<file path="config.mk">
export PLATFORM = sky130hd
export DESIGN_NAME = ram_write_arbiter
export DESIGN_NICKNAME = d
export VERILOG_FILES = /design/src/rtl/ram_write_arbiter.sv
export SDC_FILE = /design/constraint.sdc
export NUM_CORES = 1
export LEC_CHECK = 0
export ABC_AREA = 0
export BUFFER_PORTS_ARGS = -buffer_cell sky130_fd_sc_hd__buf_2
export CORE_UTILIZATION = 30
export CTS_BUF_LIST = sky130_fd_sc_hd__clkbuf_8
export DETAILED_ROUTE_END_ITERATION = 12
export HOLD_SLACK_MARGIN = 0.02
export SYNTH_ARGS = -nofsm -noshare
export SYNTH_HDL_FRONTEND = slang
export SYNTH_SLANG_ARGS = --single-unit
</file>
<file path="constraint.sdc">
create_clock -name clk -period 1.2 [get_ports clk]
set_clock_uncertainty 0.05 [all_clocks]
set_input_delay 0.12 -clock clk [delete_from_list [all_inputs] [get_ports clk]]
set_output_delay 0.12 -clock clk [all_outputs]
set_load 0.02 [all_outputs]
</file>
<file path="src/rtl/ram_write_arbiter.sv">
// ram_write_arbiter
//   Shares the single RAM write port among NREQ requesters. Round-robin
//   arbitration picks a winner in IDLE, its address/data are registered and
//   ram_we is held for WR_CYCLES clocks, then a one-cycle ack pulses back to
//   the winner before returning to IDLE.
// Ports
//   clk, rst   clock, asynchronous active-high reset
//   req        per-requester level request, held until ack
//   req_addr   packed addresses, requester i at [i*AW +: AW]
//   req_data   packed data, requester i at [i*DW +: DW]
//   ack        one-cycle completion pulse, one-hot
//   busy       high while in WRITE or ACK
//   grant_id   requester currently/last served
//   ram_we, ram_addr, ram_data   registered RAM write port
module ram_write_arbiter #(
    parameter int NREQ      = 2,
    parameter int AW        = 10,
    parameter int DW        = 8,
    parameter int WR_CYCLES = 1,
    localparam int IDW      = (NREQ > 1) ? $clog2(NREQ) : 1,
    localparam int WC       = (WR_CYCLES < 1) ? 1 : WR_CYCLES,
    localparam int CW       = (WC > 1) ? $clog2(WC) : 1
) (
    input  logic                 clk,
    input  logic                 rst,
    input  logic [NREQ-1:0]      req,
    input  logic [NREQ*AW-1:0]   req_addr,
    input  logic [NREQ*DW-1:0]   req_data,
    output logic [NREQ-1:0]      ack,
    output logic                 busy,
    output logic [IDW-1:0]       grant_id,
    output logic                 ram_we,
    output logic [AW-1:0]        ram_addr,
    output logic [DW-1:0]        ram_data
);

    typedef enum logic [1:0] {IDLE, WRITE, ACK} state_t;

    typedef struct packed {
        logic [AW-1:0] addr;
        logic [DW-1:0] data;
    } wr_req_t;

    state_t         state;
    logic [IDW-1:0] rr_ptr;
    logic [CW-1:0]  cnt;

    logic [IDW-1:0] win;
    logic [IDW-1:0] idx;
    logic           win_vld;
    wr_req_t        win_req;

    // Scan downward from the farthest slot so the last hit is the one
    // closest to rr_ptr (i.e. first upward from rr_ptr, mod NREQ).
    always_comb begin
        win     = '0;
        idx     = '0;
        win_vld = 1'b0;
        for (int k = NREQ - 1; k >= 0; k--) begin
            idx = IDW'((int'(rr_ptr) + k) % NREQ);
            if (req[idx]) begin
                win     = idx;
                win_vld = 1'b1;
            end
        end
    end

    assign win_req.addr = req_addr[win*AW +: AW];
    assign win_req.data = req_data[win*DW +: DW];

    always_ff @(posedge clk or posedge rst) begin
        if (rst) begin
            state    <= IDLE;
            ram_we   <= 1'b0;
            ram_addr <= '0;
            ram_data <= '0;
            ack      <= '0;
            busy     <= 1'b0;
            grant_id <= '0;
            rr_ptr   <= '0;
            cnt      <= '0;
        end else begin
            case (state)
                IDLE: begin
                    ram_we <= 1'b0;
                    ack    <= '0;
                    if (win_vld) begin
                        ram_addr <= win_req.addr;
                        ram_data <= win_req.data;
                        ram_we   <= 1'b1;
                        grant_id <= win;
                        cnt      <= CW'(WC - 1);
                        busy     <= 1'b1;
                        state    <= WRITE;
                    end
                end
                // addr/data stay frozen here; requester inputs are ignored
                WRITE: begin
                    if (cnt != '0) begin
                        cnt <= cnt - 1'b1;
                    end else begin
                        ram_we <= 1'b0;
                        ack    <= NREQ'(1) << grant_id;
                        state  <= ACK;
                    end
                end
                ACK: begin
                    ack    <= '0;
                    busy   <= 1'b0;
                    rr_ptr <= (grant_id == IDW'(NREQ - 1)) ? '0 : grant_id + 1'b1;
                    state  <= IDLE;
                end
                default: state <= IDLE;
            endcase
        end
    end

endmodule

</file>
==> impl_metrics.json <==
{
  "outcome": "finished, final reports clean",
  "cp_max_fo": 7,
  "grt_pass1_vias": 1285,
  "worst-slew-pin-transition_ns": 0.5190,
  "drt_drc_violations_left": 0,
  "synth_area_per_cell_um2": 10.47,
  "antenna_violations_before_repair": 0,
  "totalWireLength_um": 3935,
  "htreeDepth": 1,
  "fin_crit_ns": 1.177,
  "drt_pass1_iterations": 4,
  "final_core_utilization": 0.4432,
  "synth.net_count": 171,
  "timing.fmax_ghz": 0.8495,
  "io_pins": 63,
  "postRouteAntennaNets": 0,
  "yosys_most_used_dff": "sky130_fd_sc_hd__dfrtp_1",
  "yosysUniqueCellTypes": 27,
  "max_cap_violations": 0,
  "arrival_ns": 1.32,
  "globalRoute.totalOverflow": 0,
  "route.vias.total": 1317,
  "worst_r2r_startpoint": "state[1]$_DFFE_PP0P_",
  "antenna_diode_count": 0,
  "vdd.ir_drop.worst_v": 0.001040,
  "worst_hold_startpoint": "req_data[7]",
  "multi_input_area_um2": 653.1,
  "holdCritPathClass": "input port to flop",
  "floorplan.initialDensity": 0.3128,
  "setup.worst_path.start_class": "flop",
  "cell_at_the_root_of_the_clock_tree": "sky130_fd_sc_hd__clkbuf_8",
  "first_pass_grt_wire_length_um": 6023,
  "setup_violations": 0,
  "synth_edf_count": 0,
  "fillers": 456,
  "area_delta_synth_final_pct": 41.70,
  "cts-root-to-sink-buffers": 2,
  "clk_pin_slew_worst_setup_hold_paths_ns": 0.10,
  "detail_route.wl_per_cell_um": 15.31,
  "final-max-slew-violation-count": 0,
  "clkLatencyLatePin_ns": 0.27,
  "synthesis.instances": 131,
  "hold_viol_final": 0,
  "worstSetupEndpointType": "flop",
  "design.die.area_um2": 4846,
  "grt_max_degree": 27,
  "whs_ns": 0.05768,
  "mostFrequentLayoutCell": "sky130_fd_sc_hd__buf_2",
  "clock_tree_from_tritoncts": "done",
  "number_of_register_bits_inferred_by_synthesis": 26,
  "yosys_warnings": 0,
  "globalRouteTotalUtil": 0.1537,
  "hold_path_depth": 3,
  "gpl.final_weighted_congestion": 0.6926,
  "slew-limit-headroom": 0.6536,
  "die_height_um": 69.61,
  "final.setup.worst_slack_ns": 0.02289,
  "synth-seq-area-share": 0.4745,
  "regArea_um2": 651.9,
  "worstPathRequired_ns": 1.34,
  "power.leakage_uw": 0.0008637,
  "drive_above_1_share": 0.5415,
  "timing.setup.critical_path_class": "flop to flop",
  "r2r-end": "ram_addr[5]$_DFFE_PP0P_",
  "pre_cts_ws_ns": -0.03990,
  "postSynth.asyncResetShare": 1.000,
  "grt_setup_unrepaired": "true",
  "dieWidth_um": 69.61,
  "dp.final_hpwl_um": 2579,
  "cts_made_buffers": 3,
  "layout_common_cells": "62 x sky130_fd_sc_hd__buf_2, 25 x sky130_fd_sc_hd__dfrtp_1, 18 x sky130_fd_sc_hd__nand3_1",
  "buffer_ports.inserted": 62,
  "std_cell_rows": 24,
  "setup.reg_to_reg.worst_slack_ns": 0.02,
  "r2r.worst_path.cells": 5,
  "routed_via_density": 5.125,
  "cts.sinks": 26,
  "nets": 246,
  "power_density_over_the_cells_nw_per_um2": 2643,
  "hold-path-endpoint": "ram_data[7]$_DFFE_PP0P_",
  "detailedRoute.firstIterationViolations": 64,
  "timing.final.crit_share": 0.9809,
  "fp.coreArea_um2": 4384,
  "synthesis.area_um2": 1371
}
[worst max-delay path: stages (launching register included)]
cell and delay (ns):
sky130_fd_sc_hd__dfrtp_1 0.43, sky130_fd_sc_hd__nor2_4 0.15, sky130_fd_sc_hd__buf_12 0.13, sky130_fd_sc_hd__buf_8 0.12, sky130_fd_sc_hd__a21oi_1 0.06, sky130_fd_sc_hd__a31oi_1 0.15
[registers in the layout (all words and copies together), names as in the netlist]
name,count
state,2
grant_id,1
busy,1
ram_addr,10
ram_data,8
ram_we,1
rr_ptr,1
ack,2
[worst max path at each step]
stage | start | endpoint | slack, ns
finish | state[1]$_DFFE_PP0P_ | ram_addr[5]$_DFFE_PP0P_ | 0.02
global route | rr_ptr$_DFFE_PP0P_ | ram_addr[2]$_DFFE_PP0P_ | -0.02
CTS | rr_ptr$_DFFE_PP0P_ | ram_data[2]$_DFFE_PP0P_ | 0.007
detailed placement | req[1] | ram_data[3]$_DFFE_PP0P_ | -0.04
global placement | req[1] | ram_addr[3]$_DFFE_PP0P_ | -0.03
floorplan | state[1]$_DFFE_PP0P_ | ram_addr[3]$_DFFE_PP0P_ | 0.006
[report_power, final]
group | internal [µW] | switching, µW
clock | 294 | 296
sequential | 1320 | 310
combinational | 1300 | 1620
total | 2910 | 2230
[metal layers]
metal  track usage  up-vias  routed length, µm
met5             0        -                  0
met4      0.008889        0                  0
met3       0.03924        0                201
met2        0.2729       44               1962
met1        0.1971      641               1772
li1              -      632                  -
[kinds of logic (layout without fill, tap and decap cells)]
| logic type | count (synthesis) | count (layout) | synth area share |
|---|---|---|---|
| buffers and inverters | 14 | 85 | 0.08030 |
| AO/OA/AOI/OAI | 57 | 57 | 0.2965 |
| AND/OR/NAND/NOR | 33 | 36 | 0.1414 |
| multiplexers | 1 | 1 | 0.007300 |
| flip-flops | 26 | 26 | 0.4744 |
[area by class of cell]
type                            instances  area share
Tap cell                               52     0.03348
Sequential cell                        26      0.3355
Clock buffer                            4     0.02833
Multi-Input combinational cell         94      0.3361
Timing Repair Buffer                   78      0.2543
Inverter                                3     0.01223
[stage by stage]
stage | instances | setup TNS (ns) | instance area [µm²] | power (µW)
after floorplan | 131 | 0 | 1371 | 3451
after global placement | 247 | -0.2608 | 1760 | 4113
after detailed placement | 247 | -0.2652 | 1760 | 4150
after CTS | 253 | 0 | 1841 | 4781
after global routing | 257 | -0.1689 | 1943 | 5460
final | 257 | 0 | 1943 | 5135
[what timing repair did]
item | CTS | global route
endpoints found under the setup margin | 15 | 18
hold buffers | 1 | 0
gates cloned | 1 | 3
pin swaps | 0 | 5
hold endpoints to repair | 26 | 0
setup buffers | 0 | 1
gates resized for setup | 3 | 18
[synthesized netlist by cell type (2+ instances only)]
cell / count / area (µm²)
sky130_fd_sc_hd__a21oi_2: 10 / 87.58
sky130_fd_sc_hd__buf_6: 4 / 45.04
sky130_fd_sc_hd__buf_2: 4 / 20.02
sky130_fd_sc_hd__o21ai_1: 2 / 10.01
sky130_fd_sc_hd__inv_1: 2 / 7.510
sky130_fd_sc_hd__a31oi_1: 9 / 56.30
sky130_fd_sc_hd__a21oi_1: 8 / 40.04
sky130_fd_sc_hd__o21ai_0: 18 / 90.09
sky130_fd_sc_hd__nand3_1: 18 / 90.09
sky130_fd_sc_hd__nand2_1: 6 / 22.52
sky130_fd_sc_hd__a31oi_2: 9 / 112.6
sky130_fd_sc_hd__dfrtp_1: 26 / 650.6
Power figures use the tool's default switching activity.
